`config.mk`:
```
export PLATFORM = sky130hd
export DESIGN_NAME = shift_sequencer
export DESIGN_NICKNAME = d
export VERILOG_FILES = /design/src/rtl/shift_sequencer.sv
export SDC_FILE = /design/constraint.sdc
export NUM_CORES = 1
export LEC_CHECK = 0
export CORE_ASPECT_RATIO = 1.1
export CORE_UTILIZATION = 52
export CTS_CLUSTER_DIAMETER = 40
export CTS_CLUSTER_SIZE = 10
export DETAILED_ROUTE_END_ITERATION = 16
export PLACE_DENSITY = 0.86
export SLEW_MARGIN = 20
export SYNTH_ARGS = -nofsm -noshare
export SYNTH_HDL_FRONTEND = slang
export SYNTH_SLANG_ARGS = --single-unit
export TNS_END_PERCENT = 20
```
`constraint.sdc`:
```
create_clock -name clock_i -period 2.3 [get_ports clock_i]
set_input_delay 0.46 -clock clock_i [delete_from_list [all_inputs] [get_ports clock_i]]
set_output_delay 0.46 -clock clock_i [all_outputs]
set_load 0.02 [all_outputs]
```
`src/rtl/shift_sequencer.sv`:
```
// rtl/shift_sequencer.sv - multi-cycle staged shifter (16/8/4/2/1) with start/busy/ready handshake
// One stage per clock in descending order; latency is fixed at SHW+1 cycles regardless of shamt.
module shift_sequencer #(
    parameter int WIDTH = 32,
    parameter int SHW   = 5
) (
    input  logic             clock_i,
    input  logic             reset_i,
    input  logic             start_i,
    input  logic [1:0]       op_i,
    input  logic [SHW-1:0]   shamt_i,
    input  logic [WIDTH-1:0] data_in_i,
    output logic             busy_o,
    output logic             data_ready_o,
    output logic [WIDTH-1:0] result_o
);

    localparam int IW = (SHW > 1) ? $clog2(SHW) : 1;

    localparam logic [1:0] ST_IDLE = 2'b00;
    localparam logic [1:0] ST_BUSY = 2'b01;
    localparam logic [1:0] ST_DONE = 2'b10;

    logic [1:0]       state_q, state_d;
    logic [WIDTH-1:0] acc_q, acc_d;
    logic [1:0]       op_q, op_d;
    logic [SHW-1:0]   shamt_q, shamt_d;
    logic [IW-1:0]    idx_q, idx_d;

    logic [SHW-1:0]     shift_amt;
    logic [2*WIDTH-1:0] sra_ext;
    logic [WIDTH-1:0]   stage_val;

    // Stage k = 2**idx; SRA sign-fills from the current MSB, which never changes under SRA.
    always_comb begin
        shift_amt = SHW'(1) << idx_q;
        sra_ext   = {{WIDTH{acc_q[WIDTH-1]}}, acc_q} >> shift_amt;
        case (op_q)
            2'b00:   stage_val = acc_q << shift_amt;
            2'b10:   stage_val = acc_q >> shift_amt;
            default: stage_val = sra_ext[WIDTH-1:0];
        endcase
    end

    always_comb begin
        state_d = state_q;
        acc_d   = acc_q;
        op_d    = op_q;
        shamt_d = shamt_q;
        idx_d   = idx_q;
        case (state_q)
            ST_IDLE, ST_DONE: begin
                if (start_i) begin
                    state_d = ST_BUSY;
                    acc_d   = data_in_i;
                    op_d    = op_i;
                    shamt_d = shamt_i;
                    idx_d   = IW'(SHW - 1);
                end else begin
                    state_d = ST_IDLE;
                end
            end
            ST_BUSY: begin
                if (shamt_q[idx_q]) begin
                    acc_d = stage_val;
                end
                if (idx_q == '0) begin
                    state_d = ST_DONE;
                end else begin
                    idx_d = idx_q - IW'(1);
                end
            end
            default: state_d = ST_IDLE;
        endcase
    end

    always_ff @(posedge clock_i) begin
        if (reset_i) begin
            state_q <= ST_IDLE;
            acc_q   <= '0;
            op_q    <= '0;
            shamt_q <= '0;
            idx_q   <= '0;
        end else begin
            state_q <= state_d;
            acc_q   <= acc_d;
            op_q    <= op_d;
            shamt_q <= shamt_d;
            idx_q   <= idx_d;
        end
    end

    assign busy_o       = (state_q == ST_BUSY);
    assign data_ready_o = (state_q == ST_DONE);
    assign result_o     = acc_q;

endmodule
```
==> flow_metrics.tcl, run 1 <==
set metrics [dict create \
    status "did not finish" \
    lastStage "5_1_grt" \
    error_line "[ERROR GRT-0232] Routing congestion too high. Check the congestion heatmap in the GUI." \
    fp.dieW_um 105 \
    hold_buffers 0 \
    ys_async_sr_fraction_pct 0 \
    ys_ff_latch 44 \
    clockBufferDepth 2 \
    h-tree-depth 2 \
    synth_edf_count 0 \
    synth_nets 828 \
    cts-buffers-inserted 5 \
    synthDistinctLibCells 91 \
    avgSynthCellArea_um2 7.82 \
    overflow 99 \
    yosysWarnings 0 \
    seq_area_frac_synth_pct 14.4 \
    cts_sinks 44 \
    grt_usage_pct 77.3 \
    boundaryPins 76 \
    root_buffer "clkbuf_16" \
    place_congestion 1.28 \
    synth-main-ff-cell "dfxtp_1" \
    syn-cell-area_mm2 0.00611 \
    initial_utilization_pct 53.4 \
    dpl.hpwl_um 21600 \
    row_count 41 \
    fp.dieH_um 116 \
    grt_max_degree 30 \
    io_buffers 75 \
    synthCells 781 \
]
[metrics by stage]
| step | area (um2) | setup WS, ns | hold WS (ns) | TNS [ns] | instances |
|---|---|---|---|---|---|
| 2_1_floorplan | 6110 | 0.0125 | 0.436 | 0 | 781 |
| 3_5_place_dp | 8060 | -0.447 | 0.448 | -7.99 | 1098 |
| 4_1_cts | 8910 | -0.0999 | 0.458 | -1.16 | 1126 |
| 3_3_place_gp | 8060 | -0.386 | 0.442 | -5.75 | 1098 |
[per-layer routing]
| layer | GRT usage, % | GRT overflow |
|---|---|---|
| met5 | 34.5 | 5 |
| met4 | 75.6 | 37 |
| met3 | 65.4 | 7 |
| met2 | 92.4 | 43 |
| met1 | 77.2 | 7 |
[cells by family after synthesis]
group / Yosys count / synth area share (%)
flops: 44 / 14.4
fa+ha+maj: 5 / 1.02
compound gates: 271 / 31.4
buf+inv: 105 / 9.26
simple gates: 265 / 22.2
mux: 91 / 21.7
[cells in the mapped netlist (9+ instances only)]
cell | number | area (um2)
nand2b_1 | 10 | 62.6
o21ai_0 | 32 | 160
inv_1 | 11 | 41.3
nor2b_1 | 9 | 56.3
mux2i_1 | 30 | 300
clkbuf_1 | 44 | 165
nor2_1 | 95 | 357
nor3_1 | 19 | 95.1
a211oi_1 | 25 | 188
a221oi_1 | 9 | 78.8
nand2_1 | 68 | 255
mux2_2 | 16 | 180
buf_6 | 10 | 113
dfxtp_1 | 44 | 881
a21oi_1 | 52 | 260
o21ai_1 | 11 | 55.1
mux4_2 | 22 | 495
nand3_1 | 9 | 45.0
o22ai_1 | 30 | 188
a22oi_1 | 17 | 128
buf_2 | 28 | 140
a22o_1 | 10 | 87.6
mux2_1 | 17 | 191
a311oi_1 | 13 | 114
[timing repair]
action                     in CTS
gates cloned                    2
resized for setup             117
pin swaps                      26
setup endpoints to repair      32
setup buffers                  20
==> inputs of run 2 (changes only) <==
--- a/config.mk
+++ b/config.mk
@@ -5,12 +5,9 @@
 export SDC_FILE = /design/constraint.sdc
 export NUM_CORES = 1
 export LEC_CHECK = 0
-export CORE_ASPECT_RATIO = 1.1
-export CORE_UTILIZATION = 52
-export CTS_CLUSTER_DIAMETER = 40
-export CTS_CLUSTER_SIZE = 10
+export CORE_UTILIZATION = 40
 export DETAILED_ROUTE_END_ITERATION = 16
-export PLACE_DENSITY = 0.86
+export PLACE_DENSITY_LB_ADDON = 0.15
 export SLEW_MARGIN = 20
 export SYNTH_ARGS = -nofsm -noshare
 export SYNTH_HDL_FRONTEND = slang
==> constraint.sdc (replaced) <==
create_clock -name clock_i -period 3 [get_ports clock_i]
set_input_delay 0.6 -clock clock_i [delete_from_list [all_inputs] [get_ports clock_i]]
set_output_delay 0.6 -clock clock_i [all_outputs]
set_load 0.02 [all_outputs]
==> flow_metrics.tcl, run 2 <==
set metrics [dict create \
    netlist_top_cells_count "nor2_1 (95), nand2_1 (68), a21oi_1 (52), clkbuf_1 (44), dfxtp_1 (44)" \
    required_ns 3.22 \
    yosys.area.top_type_share_pct 14.4 \
    synthDistinctLibCells 91 \
    cts_tree "built" \
    finalWirelength_um 32300 \
    regArea_um2 881 \
    cts-buffers-inserted 5 \
    drv_slew 0 \
    initial_utilization_pct 41.5 \
    hold-worst-slack_ns 0.459 \
    drc 0 \
    fillers 1473 \
    setup.worst_path.start "idx_q[1]" \
    clock_latency_ns 0.30 \
    ir_drop_v 0.000250 \
    r2r-end "result_o[11]" \
    path_class "reg -> reg" \
    worstPathCellList "inv_1 -> ha_2 -> buf_4 -> and2_1 -> nor3_4 -> nand2_2 -> or4_1 -> and4_1 -> a211oi_2" \
    cts-resized-gates 2 \
    r2r_slack_ns -0.01 \
    cts_sinks 44 \
    drive_gt1_share_pct 19.6 \
    synth_top_cell_by_area "dfxtp_1" \
    fin_crit_sh_pct 100 \
    clock.fmax_mhz 332 \
    fin_skew_ns 0.00783 \
    overflow 0 \
    critPathBufInv 2 \
    hold_class "reg -> reg" \
    fp.dieW_um 126 \
    seq_area_frac_synth_pct 14.4 \
    finalHoldViolations 0 \
    critPathLaunchType "flip-flop" \
    clockBufferDepth 2 \
    dpl.hpwl_um 24200 \
    grt_usage_pct 40.4 \
    drt.antenna.violating_nets 0 \
    drt_iter0_markers 1415 \
    largest_reg_flops 32 \
    tightest_slew_ns 0.821 \
    synth_edf_count 0 \
    crit_family "simple AND/OR/NAND/NOR gates" \
    area_growth_pct 22.5 \
    cp.arrival_ns 3.23 \
    antenna_found_initial 0 \
    ys_ff_latch 44 \
    synth_nets 828 \
    cts.clk_slew.worst_paths_ns 0.08 \
    slowest_delay_ns 0.61 \
    p_leak_nw 2.76 \
    drt-wirelength-per-cell_um 30.9 \
    dr.pass1.iters 6 \
    setup_violations 1 \
    final_cell_mix "nor2_1 (94), buf_4 (83), clkdlybuf4s50_1 (75)" \
    grt_pass1_vias 7158 \
    io_buffers 75 \
    cp-end-kind "flip-flop" \
    avgSynthCellArea_um2 7.82 \
    yosysMostFrequentCell "nor2_1" \
    synth-main-ff-cell "dfxtp_1" \
    failed_checks "setup timing" \
    ys_async_sr_fraction_pct 0 \
    place_congestion 1.05 \
    endpoint "result_o[11]" \
    cts_setup_buffers 0 \
    multi_input_area_mm2 0.00469 \
    worst-path-stages 9 \
    hold_start "shamt_q[1]" \
    status "complete, but fails checks" \
    synthTopCellsByArea "dfxtp_1 (14%), mux4_2 (8.1%), nor2_1 (5.8%)" \
    powerDensity_mw_per_mm2 439 \
    fp.dieH_um 126 \
    worst_slack_ns -0.0144 \
    final_nets 905 \
    r2r_start "idx_q[1]" \
    cp_slowest_cell "or4_1" \
    r2r_cells 9 \
    max-cap-violations 0 \
    num_vias 7732 \
    viasPerCell 7.40 \
    cp_max_fo 9 \
    grt_setup_unrepaired "true" \
    yosysWarnings 0 \
    total_power_w 0.00329 \
    synthCells 781 \
    die-area_mm2 0.0158 \
    design.core.area_mm2 0.0147 \
    boundaryPins 76 \
    syn-cell-area_mm2 0.00611 \
    grt_pass1_wl_um 47600 \
    h-tree-depth 2 \
    fin_crit_ns 3.01 \
    final_common_cell "nor2_1" \
    timing.slew.headroom_pct 44.7 \
    root_buffer "clkbuf_16" \
    grt_max_degree 36 \
    hold_buffers 0 \
    row_count 44 \
]
## run 2: worst min path at each step
stage / endpoint / slack, ns / depth (start not counted)
after global placement: shamt_q[0] / 0.45 / 2
after global routing: shamt_q[2] / 0.48 / 2
after floorplan: shamt_q[0] / 0.44 / 2
after detailed placement: shamt_q[1] / 0.45 / 2
after CTS: shamt_q[1] / 0.46 / 2
final: shamt_q[1] / 0.46 / 2
## run 2: logic make-up (layout without fill, tap and decap cells)
| group | after synthesis | after routing | share of synthesized area, % |
|---|---|---|---|
| muxes | 91 | 91 | 21.7 |
| other | 0 | 2 | 0 |
| DFF | 44 | 44 | 14.4 |
| and+or+nand+nor | 265 | 265 | 22.2 |
| adders and majority gates | 5 | 5 | 1.02 |
| buffers and inverters | 105 | 183 | 9.26 |
| AOI/OAI and AO/OA | 271 | 271 | 31.4 |
## run 2: final cells by class
class	instances	share of cell area, %
clock inverter	2	0.201
sequential	44	11.8
clock buffer	6	1.86
tap	184	3.08
antenna	2	0.0669
timing repair buffer	163	19.7
inverter	12	0.602
multi-input combinational	632	62.7
## run 2: routing by layer
metal / GRT usage (%) / vias to the layer above / part of all wire, %
li1: - / 3181 / -
met1: 56.5 / 3640 / 40
met2: 59.2 / 786 / 42
met3: 11.9 / 125 / 15
met4: 12.3 / 0 / 4.0
met5: 0 / - / 0
## run 2: worst min-delay path: cells and delay by family, from the launching register on
kind / cells / cell delay [ns]
flops: 1 / 0.31
simple gates: 1 / 0.05
compound gates: 1 / 0.05
## run 2: per-stage QoR
step	instances	area, um2	utilization (%)	setup TNS [ns]	setup slack, ns
final	1045	7480	50.9	-0.0144	-0.0144
after global routing	1043	7480	50.9	-0.0404	-0.0404
after CTS	1043	7450	50.7	0	0.0695
after detailed placement	1035	7300	49.6	-0.00470	-0.00470
after global placement	1035	7300	49.6	0	0.0866
after floorplan	781	6110	-	0	0.624
## run 2: where the power goes
group | total (W) | internal [W] | switching (W) | leakage (nW)
clock | 0.000610 | 0.000333 | 0.000277 | 0.0691
sequential | 0.000814 | 0.000643 | 0.000171 | 0.364
combinational | 0.00186 | 0.000770 | 0.00109 | 2.33
Note: power is estimated with default switching activity, not from simulation.
